`src/rtl/password_enroller_pkg.sv`:
```
// Shared game package: password-store geometry, enrollment timeout and the
// enrollment state encoding.
package password_enroller_pkg;

  localparam int unsigned DIGITS         = 4;
  localparam int unsigned DIGIT_W        = 4;
  localparam int unsigned ID_W           = 5;
  localparam int unsigned PW_W           = DIGITS * DIGIT_W;
  localparam int unsigned TIMEOUT_CYCLES = 50_000_000;

  typedef enum logic [1:0] {
    ST_IDLE    = 2'd0,
    ST_ENTER   = 2'd1,
    ST_CONFIRM = 2'd2,
    ST_WRITE   = 2'd3
  } enroll_state_e;

endpackage

```
`src/rtl/pswd_digit_collector.sv`:
```
// One password pass: shifts digits in MSB-first, counts them and flags the
// last slot. Exposes next-state values so the owner can act on the final digit.
module pswd_digit_collector #(
  parameter int unsigned DIGITS  = password_enroller_pkg::DIGITS,
  parameter int unsigned DIGIT_W = password_enroller_pkg::DIGIT_W
) (
  input  logic                      clk,
  input  logic                      rst,
  input  logic                      clear,
  input  logic                      shift,
  input  logic [DIGIT_W-1:0]        digit_in,
  output logic [DIGITS*DIGIT_W-1:0] value_nxt_c,
  output logic [2:0]                count_nxt_c,
  output logic                      full_c
);

  localparam int unsigned VAL_W = DIGITS * DIGIT_W;

  logic [VAL_W-1:0] value_q, value_d;
  logic [2:0]       count_q, count_d;

  // The count wraps on the last digit so a completed pass never reads DIGITS.
  assign full_c = (count_q == 3'(DIGITS - 1));

  always_comb begin
    value_d = value_q;
    count_d = count_q;
    if (clear) begin
      value_d = '0;
      count_d = '0;
    end else if (shift) begin
      value_d = (value_q << DIGIT_W) | VAL_W'(digit_in);
      count_d = full_c ? 3'd0 : count_q + 3'd1;
    end
  end

  assign value_nxt_c = value_d;
  assign count_nxt_c = count_d;

  always_ff @(posedge clk or negedge rst) begin
    if (!rst) begin
      value_q <= '0;
      count_q <= '0;
    end else begin
      value_q <= value_d;
      count_q <= count_d;
    end
  end

endmodule

```
`src/rtl/password_enroller.sv`:
```
// Password-store writer: collects a new password for a player and issues one
// held write per enrollment. ENROLL_CONFIRM_EN adds a re-entry confirm pass.
module password_enroller #(
  parameter int unsigned DIGITS         = password_enroller_pkg::DIGITS,
  parameter int unsigned DIGIT_W        = password_enroller_pkg::DIGIT_W,
  parameter int unsigned ID_W           = password_enroller_pkg::ID_W,
  parameter int unsigned TIMEOUT_CYCLES = password_enroller_pkg::TIMEOUT_CYCLES
) (
  input  logic                      clk,
  input  logic                      rst,
  input  logic                      enroll_start,
  input  logic [ID_W-1:0]           player_id,
  input  logic [DIGIT_W-1:0]        digit_in,
  input  logic                      digit_pulse,
  input  logic                      cancel_pulse,
  output logic                      wr_req,
  output logic [ID_W-1:0]           wr_addr,
  output logic [DIGITS*DIGIT_W-1:0] wr_data,
  input  logic                      wr_ack,
  output logic                      busy,
  output logic [2:0]                digit_count,
  output logic                      done_pulse,
  output logic                      fail_pulse
);
  import password_enroller_pkg::*;

  localparam int unsigned DATA_W = DIGITS * DIGIT_W;
  localparam int unsigned TMO_W  = $clog2(TIMEOUT_CYCLES + 1);
  localparam logic [TMO_W-1:0] TMO_LOAD = TMO_W'(TIMEOUT_CYCLES);

  enroll_state_e     state_q, state_d;
  logic [TMO_W-1:0]  tmo_q, tmo_d;
  logic              wr_req_q, wr_req_d;
  logic [ID_W-1:0]   wr_addr_q, wr_addr_d;
  logic [DATA_W-1:0] wr_data_q, wr_data_d;
  logic              busy_q, busy_d;
  logic [2:0]        digit_count_q, digit_count_d;
  logic              done_q, done_d;
  logic              fail_q, fail_d;

  logic              start_c, abort_c, dig_c, fail_c, done_c;
  logic              sh1_c, c1_full_c;
  logic [DATA_W-1:0] c1_val_c;
  logic [2:0]        c1_cnt_c;

  assign start_c = (state_q == ST_IDLE) && enroll_start;
  // Cancel beats a same-cycle digit; timeout only fires on a digit-free cycle.
  assign abort_c = cancel_pulse || (!digit_pulse && (tmo_q == TMO_W'(1)));
  assign sh1_c   = (state_q == ST_ENTER) && digit_pulse && !cancel_pulse;

  pswd_digit_collector #(.DIGITS(DIGITS), .DIGIT_W(DIGIT_W)) u_pass1 (
    .clk         (clk),
    .rst         (rst),
    .clear       (start_c),
    .shift       (sh1_c),
    .digit_in    (digit_in),
    .value_nxt_c (c1_val_c),
    .count_nxt_c (c1_cnt_c),
    .full_c      (c1_full_c)
  );

`ifdef ENROLL_CONFIRM_EN
  logic              sh2_c, c2_full_c, match_c;
  logic [DATA_W-1:0] c2_val_c;
  logic [2:0]        c2_cnt_c;

  assign sh2_c = (state_q == ST_CONFIRM) && digit_pulse && !cancel_pulse;

  pswd_digit_collector #(.DIGITS(DIGITS), .DIGIT_W(DIGIT_W)) u_pass2 (
    .clk         (clk),
    .rst         (rst),
    .clear       (start_c),
    .shift       (sh2_c),
    .digit_in    (digit_in),
    .value_nxt_c (c2_val_c),
    .count_nxt_c (c2_cnt_c),
    .full_c      (c2_full_c)
  );

  // The first pass holds during CONFIRM, so its next value is its stored value.
  assign match_c = (c2_val_c == c1_val_c);
  assign dig_c   = sh1_c | sh2_c;
`else
  assign dig_c   = sh1_c;
`endif

  always_ff @(posedge clk or negedge rst) begin
    if (!rst) begin
      state_q       <= ST_IDLE;
      tmo_q         <= TMO_LOAD;
      wr_req_q      <= 1'b0;
      wr_addr_q     <= '0;
      wr_data_q     <= '0;
      busy_q        <= 1'b0;
      digit_count_q <= 3'd0;
      done_q        <= 1'b0;
      fail_q        <= 1'b0;
    end else begin
      state_q       <= state_d;
      tmo_q         <= tmo_d;
      wr_req_q      <= wr_req_d;
      wr_addr_q     <= wr_addr_d;
      wr_data_q     <= wr_data_d;
      busy_q        <= busy_d;
      digit_count_q <= digit_count_d;
      done_q        <= done_d;
      fail_q        <= fail_d;
    end
  end

  always_comb begin
    state_d = state_q;
    fail_c  = 1'b0;
    done_c  = 1'b0;
    case (state_q)
      ST_IDLE: begin
        if (start_c) state_d = ST_ENTER;
      end
      ST_ENTER: begin
        if (abort_c) begin
          fail_c  = 1'b1;
          state_d = ST_IDLE;
        end else if (sh1_c && c1_full_c) begin
`ifdef ENROLL_CONFIRM_EN
          state_d = ST_CONFIRM;
`else
          state_d = ST_WRITE;
`endif
        end
      end
      ST_CONFIRM: begin
`ifdef ENROLL_CONFIRM_EN
        if (abort_c) begin
          fail_c  = 1'b1;
          state_d = ST_IDLE;
        end else if (sh2_c && c2_full_c) begin
          if (match_c) begin
            state_d = ST_WRITE;
          end else begin
            fail_c  = 1'b1;
            state_d = ST_IDLE;
          end
        end
`else
        state_d = ST_IDLE;
`endif
      end
      ST_WRITE: begin
        // Cancel is deliberately ignored here so an in-flight write completes.
        if (wr_ack) begin
          done_c  = 1'b1;
          state_d = ST_IDLE;
        end
      end
      default: state_d = ST_IDLE;
    endcase
  end

  always_comb begin
    tmo_d         = tmo_q;
    wr_addr_d     = wr_addr_q;
    wr_data_d     = wr_data_q;
    digit_count_d = 3'd0;
    wr_req_d      = (state_d == ST_WRITE);
    busy_d        = (state_d != ST_IDLE);
    done_d        = done_c;
    fail_d        = fail_c;
    if (start_c) wr_addr_d = player_id;
    if ((state_q != ST_WRITE) && (state_d == ST_WRITE)) wr_data_d = c1_val_c;
    if ((state_q == ST_IDLE) || dig_c) begin
      tmo_d = TMO_LOAD;
    end else if ((state_q == ST_ENTER) || (state_q == ST_CONFIRM)) begin
      tmo_d = tmo_q - TMO_W'(1);
    end
    case (state_d)
      ST_ENTER:   digit_count_d = c1_cnt_c;
`ifdef ENROLL_CONFIRM_EN
      ST_CONFIRM: digit_count_d = c2_cnt_c;
`endif
      default:    digit_count_d = 3'd0;
    endcase
  end

  assign wr_req      = wr_req_q;
  assign wr_addr     = wr_addr_q;
  assign wr_data     = wr_data_q;
  assign busy        = busy_q;
  assign digit_count = digit_count_q;
  assign done_pulse  = done_q;
  assign fail_pulse  = fail_q;

endmodule
```
`config.mk`:
```
export PLATFORM = sky130hd
export DESIGN_NAME = password_enroller
export DESIGN_NICKNAME = d
export VERILOG_FILES = /design/src/rtl/password_enroller_pkg.sv /design/src/rtl/pswd_digit_collector.sv /design/src/rtl/password_enroller.sv
export SDC_FILE = /design/constraint.sdc
export NUM_CORES = 1
export LEC_CHECK = 0
export CAP_MARGIN = 10
export CORE_UTILIZATION = 50
export CTS_BUF_LIST = sky130_fd_sc_hd__clkbuf_4
export DETAILED_ROUTE_END_ITERATION = 7
export GPL_TIMING_DRIVEN = 0
export MAX_ROUTING_LAYER = met4
export PLACE_DENSITY = 0.73
export SYNTH_ARGS = -nofsm -noshare
export SYNTH_HDL_FRONTEND = slang
export SYNTH_SLANG_ARGS = --single-unit
export TNS_END_PERCENT = 10
```
`constraint.sdc`:
```
create_clock -name clk -period 6.11 [get_ports clk]
set_input_delay 1.222 -clock clk [delete_from_list [all_inputs] [get_ports clk]]
set_output_delay 1.222 -clock clk [all_outputs]
set_load 0.005 [all_outputs]
```
; ---- Word level (Yosys, flattened, before mapping)
; Cells that the tools add are included.
[classes]
eq_ne = 8
n_reduce_logical = 14
bitwise = 1
n_mux = 17
add_sub_neg = 2
[op_table]
columns = op, count
row1 = 26-bit two-way mux, 2
row2 = 16-bit two-way mux, 2
row3 = 26-bit by 1-bit equality test with 1-bit output (second input constant), 1
row4 = 26-bit by 1-bit subtractor with 26-bit output (second input constant), 1
row5 = 16-bit by 4-bit OR with 16-bit output, 1
row6 = 3-bit two-way mux, 4
row7 = 2-bit two-way mux, 4
row8 = 2-bit one-hot mux with 4 select lines, 1
row9 = 2-bit equality test (second input constant), 3
row10 = 1-bit logical AND, 6
row11 = 2-bit by 1-bit equality test with 1-bit output (second input constant), 2
row12 = 1-bit two-way mux, 4
row13 = 2-bit nonzero test, 2
row14 = 3-bit by 1-bit adder with 3-bit output (second input constant), 1
row15 = 3-bit by 2-bit equality test with 1-bit output (second input constant), 1
row16 = 1-bit logical OR, 3
row17 = 1-bit logical NOT, 2
row18 = 2-bit logical NOT, 1
row19 = 2-bit inequality test (second input constant), 1
[totals]
register_bits = 75
in_bits = 15

; ---- Depth between registers and ports, before layout
[logic_depth]
ltp_word = 9
mapped_depth = 7
mapped_depth_nobuf = 6

; ---- Hierarchy
; Synthesis repeated with hierarchy kept, for this count alone.
[unflattened]
cells_unflattened = 292
area_unflattened_um2 = 3415.8
[modules_own_cells]
columns = module, cells_each, area_per_inst_um2, n_inst
row1 = password_enroller, 226, 2608.8, 1
row2 = pswd_digit_collector, 66, 807.0, 1

; ---- Worst setup path after synthesis
; OpenSTA, ideal clock, no wires.
[synth_timing]
path_type = input -> register
from = input port digit_pulse
to = register wr_data_q[10], in the netlist wr_data[10]
required_ns = 5.985
t_arrival_ns = 2.415
stages = 5
slack_ns = 3.570
cell_sequence = nor4bb_1 > clkbuf_1 > nand2_1 > clkbuf_1 > mux2_2
[synth_between]
elab_chain_cells = 8
elab_cells_between_ends = 13
classes_between = eq/ne: 1 / mux: 5 / reduce/logical: 7
[synth_rtl]
columns = item, line
row1 = from (decl), password_enroller.sv:14  ; input logic digit_pulse,
row2 = 1-bit logical AND (2 in series), password_enroller.sv:49  ; assign sh1_c = (state_q == ST_ENTER) && digit_pulse && !cancel_pulse;
row3 = 1-bit logical AND, password_enroller.sv:123  ; end else if (sh1_c && c1_full_c) begin
row4 = 2-bit two-way mux, password_enroller.sv:123
row5 = 2-bit two-way mux, password_enroller.sv:120  ; if (abort_c) begin
row6 = 2-bit one-hot mux with 4 select lines, password_enroller.sv:115  ; case (state_q)
row7 = 2-bit equality test, password_enroller.sv:169  ; if ((state_q != ST_WRITE) && (state_d == ST_WRITE)) wr_data_d = c1_val_c;
row8 = 1-bit logical AND, password_enroller.sv:169
row9 = to (signal assigned), password_enroller.sv:103  ; wr_data_q <= wr_data_d;
row10 = to (decl), password_enroller.sv:35  ; logic [DATA_W-1:0] wr_data_q, wr_data_d;
; Parallel ways exist; a longest one is shown, timed or not.
; A chain may end at the register's enable or synchronous reset.

; ---- Worst setup path in the final report
[layout_timing]
from = input port digit_pulse
to = register wr_data_q[15], in the netlist wr_data[15]
; Same word-level chain as after synthesis.

==> flow_metrics.env <==
export IMPL_syn_num_nets=334
export IMPL_cts_num_sinks=75
export IMPL_swShare=0.3115
export IMPL_clockRootBuffer="clkbuf_4"
export IMPL_dieArea_mm2=0.006938
export IMPL_fmax_mhz=331.8
export IMPL_grt_pass1_vias=2359
export IMPL_row_count=29
export IMPL_drv_cap=0
export IMPL_drt_pass1_iter_count=4
export IMPL_grt_pass1_wl_um=11540
export IMPL_setup_viol=0
export IMPL_yosys_most_used_dff="dfrtp_1"
export IMPL_numCtsBuffers=9
export IMPL_portBuffers=42
export IMPL_ir_drop_uv=178.2
export IMPL_antenna_found_initial=0
export IMPL_final_common_cell="dfrtp_1"
export IMPL_power_per_cell_area_mw_per_mm2=283.5
export IMPL_cp_depth=6
export IMPL_die_w_um=83.30
export IMPL_p_switching_uw=352.2
export IMPL_tightest_slew_ps=759.0
export IMPL_ys_ff_latch=75
export IMPL_wl_per_cell_um=14.94
export IMPL_crit_family="buffers and inverters"
export IMPL_max_slew_margin=0.4894
export IMPL_cpMaxStageDelayCell="clkdlybuf4s50_1"
export IMPL_seq_area_frac_synth=0.5725
export IMPL_place_gp_congestion=0.8335
export IMPL_drive_gt1_frac=0.1440
export IMPL_yosysTopAreaCell="dfrtp_1"
export IMPL_num_antenna_cells=0
export IMPL_path_buf_inv=3
export IMPL_dp_hpwl_um=4628
export IMPL_insertion_delay_ps=430
export IMPL_path_class="input port to flip-flop"
export IMPL_r2r_worst_path_cells=6
export IMPL_final_cell_mix="63 x dfrtp_1, 57 x nand2_1, 41 x clkdlybuf4s50_1"
export IMPL_ctsHoldBuffers=0
export IMPL_post_cts_setup_buffer_count=0
export IMPL_cp_max_fo=10
export IMPL_critPathRequiredTime_ps=6430
export IMPL_r2r_end="state_q[0]"
export IMPL_regToRegSetupSlack_ps=3640
export IMPL_ys_types=43
export IMPL_startpoint="digit_pulse"
export IMPL_outcome="finished, final reports clean"
export IMPL_die_y_um=83.30
export IMPL_avgSynthCellArea_um2=10.46
export IMPL_ys_async_sr_fraction=1.000
export IMPL_hold_viol=0
export IMPL_synth_cells=316
export IMPL_drc_errors=0
export IMPL_clk_pin_slew_worst_paths_ps=110
export IMPL_core_area_mm2=0.006350
export IMPL_viasPerCell=5.577
export IMPL_gr_total_overflow=0
export IMPL_cp_common_cell="clkbuf_1"
export IMPL_cpPeakStageDelay_ps=530
export IMPL_finalClockSkew_ps=15.87
export IMPL_p_leak_nw=1.679
export IMPL_setup_tns_ps=0
export IMPL_clkPwrFrac=0.273
export IMPL_htree_levels=3
export IMPL_pwr_share_seq=0.507
export IMPL_synth_top_area_frac=0.4771
export IMPL_cts_tree="done"
export IMPL_power_internal_uw=778.3
export IMPL_ant_nets=0
export IMPL_syn_to_final_growth_pct=20.67
export IMPL_num_vias=2521
export IMPL_rsz0062_at_grt="false"
export IMPL_syn_area_mm2=0.003304
export IMPL_end_kind="flip-flop"
export IMPL_drtIter0Drc=113
export IMPL_ios=43
export IMPL_grt_usage=0.2191
export IMPL_post_cts_resized=0
export IMPL_power_frac_comb=0.219
export IMPL_finalMaxSlewViolations=0
export IMPL_synthTopCellsByArea="dfrtp_1 48%, dfstp_2 9.5%, nand2_1 6.5%"
export IMPL_worstSetupEndpoint="wr_data[15]"
export IMPL_initial_core_util=0.5204
export IMPL_synth_edf_count=0
export IMPL_cts_max_path_buffers=2
export IMPL_regToRegStartpoint="tmo_q[3]"
export IMPL_synth_warnings=0
export IMPL_grt_max_degree=50
export IMPL_hold_class="flip-flop to flip-flop"
export IMPL_worst_setup_path_start_kind="input port"
export IMPL_final_util=0.6280
export IMPL_crit_chain="clkdlybuf4s50_1 -> nor4bb_1 -> clkbuf_1 -> nand2_1 -> clkbuf_1 -> mux2_2"
export IMPL_final_nets=388
export IMPL_arrival_ps=3330
export IMPL_routed_wl_um=6753
export IMPL_min_period_over_period=0.4933
export IMPL_layout_min_cycle_time_ps=3014
per-layer routing:
metal  part of all wire  vias up  track usage
li1                   -     1228            -
met1               0.48     1225       0.2875
met2               0.45       56       0.3204
met3              0.051       12      0.07654
met4              0.013        0      0.06897
met5                  0        -            -
area by class of cell:
class	instances	area, um2
Clock buffer	10	75.07
Timing Repair Buffer	43	445.4
Clock inverter	6	66.31
Buffer	18	76.32
Fill cell	513	2362
Tap cell	77	96.34
Sequential cell	75	1892
Multi-Input combinational cell	219	1321
Inverter	4	15.01
state kept, by name, indices dropped and copies added (netlist names), 2 cells and up:
register / count
tmo_q: 26
wr_data: 16
wr_addr: 5
u_pass1.value_q: 16
state_q: 2
digit_count: 3
u_pass1.count_q: 3
tightest hold or removal path, cell delays in order, from the launching register on:
cell and delay (ps):
dfrtp_1 360, nand2_1 50, nand2_1 60
worst min path at each step:
stage / startpoint / endpoint / cells past startpoint
2_1_floorplan: wr_addr[0] / wr_addr[0] / 2
4_1_cts: wr_addr[0] / wr_addr[0] / 2
6_report: wr_addr[0] / wr_addr[0] / 2
3_5_place_dp: wr_addr[0] / wr_addr[0] / 2
5_1_grt: wr_addr[2] / wr_addr[2] / 2
3_3_place_gp: wr_addr[0] / wr_addr[0] / 2
power by group through the flow:
stage	Combinational [mW]	Clock (mW)	Sequential, mW
after floorplan	0.165	0	0.577
after global placement	0.239	0	0.581
after detailed placement	0.247	0	0.582
after CTS	0.249	0.318	0.573
after global routing	0.280	0.340	0.580
final	0.248	0.309	0.573
synth_stat cells, drive strengths merged, types with 2 or more instances:
cell	n
dfrtp	63
nand2	57
a21oi	24
nor2	19
clkbuf	16
mux2	16
dfstp	12
or4	12
nor3	10
or3	10
o21ai	9
nand3	8
nor4	8
o31ai	8
xnor2	6
inv	4
o211ai	4
ha	3
mux2i	3
buf	2
nand2b	2
or2	2
kinds of logic (layout without fill, tap and decap cells):
group | count (synthesis) | in the layout | share of synthesized area
multiplexers | 19 | 19 | 0.06361
AND/OR/NAND/NOR | 137 | 137 | 0.2067
buffers and inverters | 22 | 81 | 0.02764
XOR/XNOR | 7 | 7 | 0.01855
flip-flops | 75 | 75 | 0.5725
AO/OA/AOI/OAI | 53 | 53 | 0.09959
adder cells (fa/ha/maj) | 3 | 3 | 0.01136
stage by stage:
stage	total power, mW	std cells	hold WS, ps	area [um2]	setup WS [ps]
after floorplan	0.7418	316	469.7	3304	3570
after global placement	0.8195	435	461.2	3821	1255
after detailed placement	0.8293	436	460.8	3846	2669
after CTS	1.140	452	489.3	3988	3122
after global routing	1.200	452	500.3	3988	2961
final	1.131	452	485.0	3988	3096
Note: power is estimated with default switching activity, not from simulation.
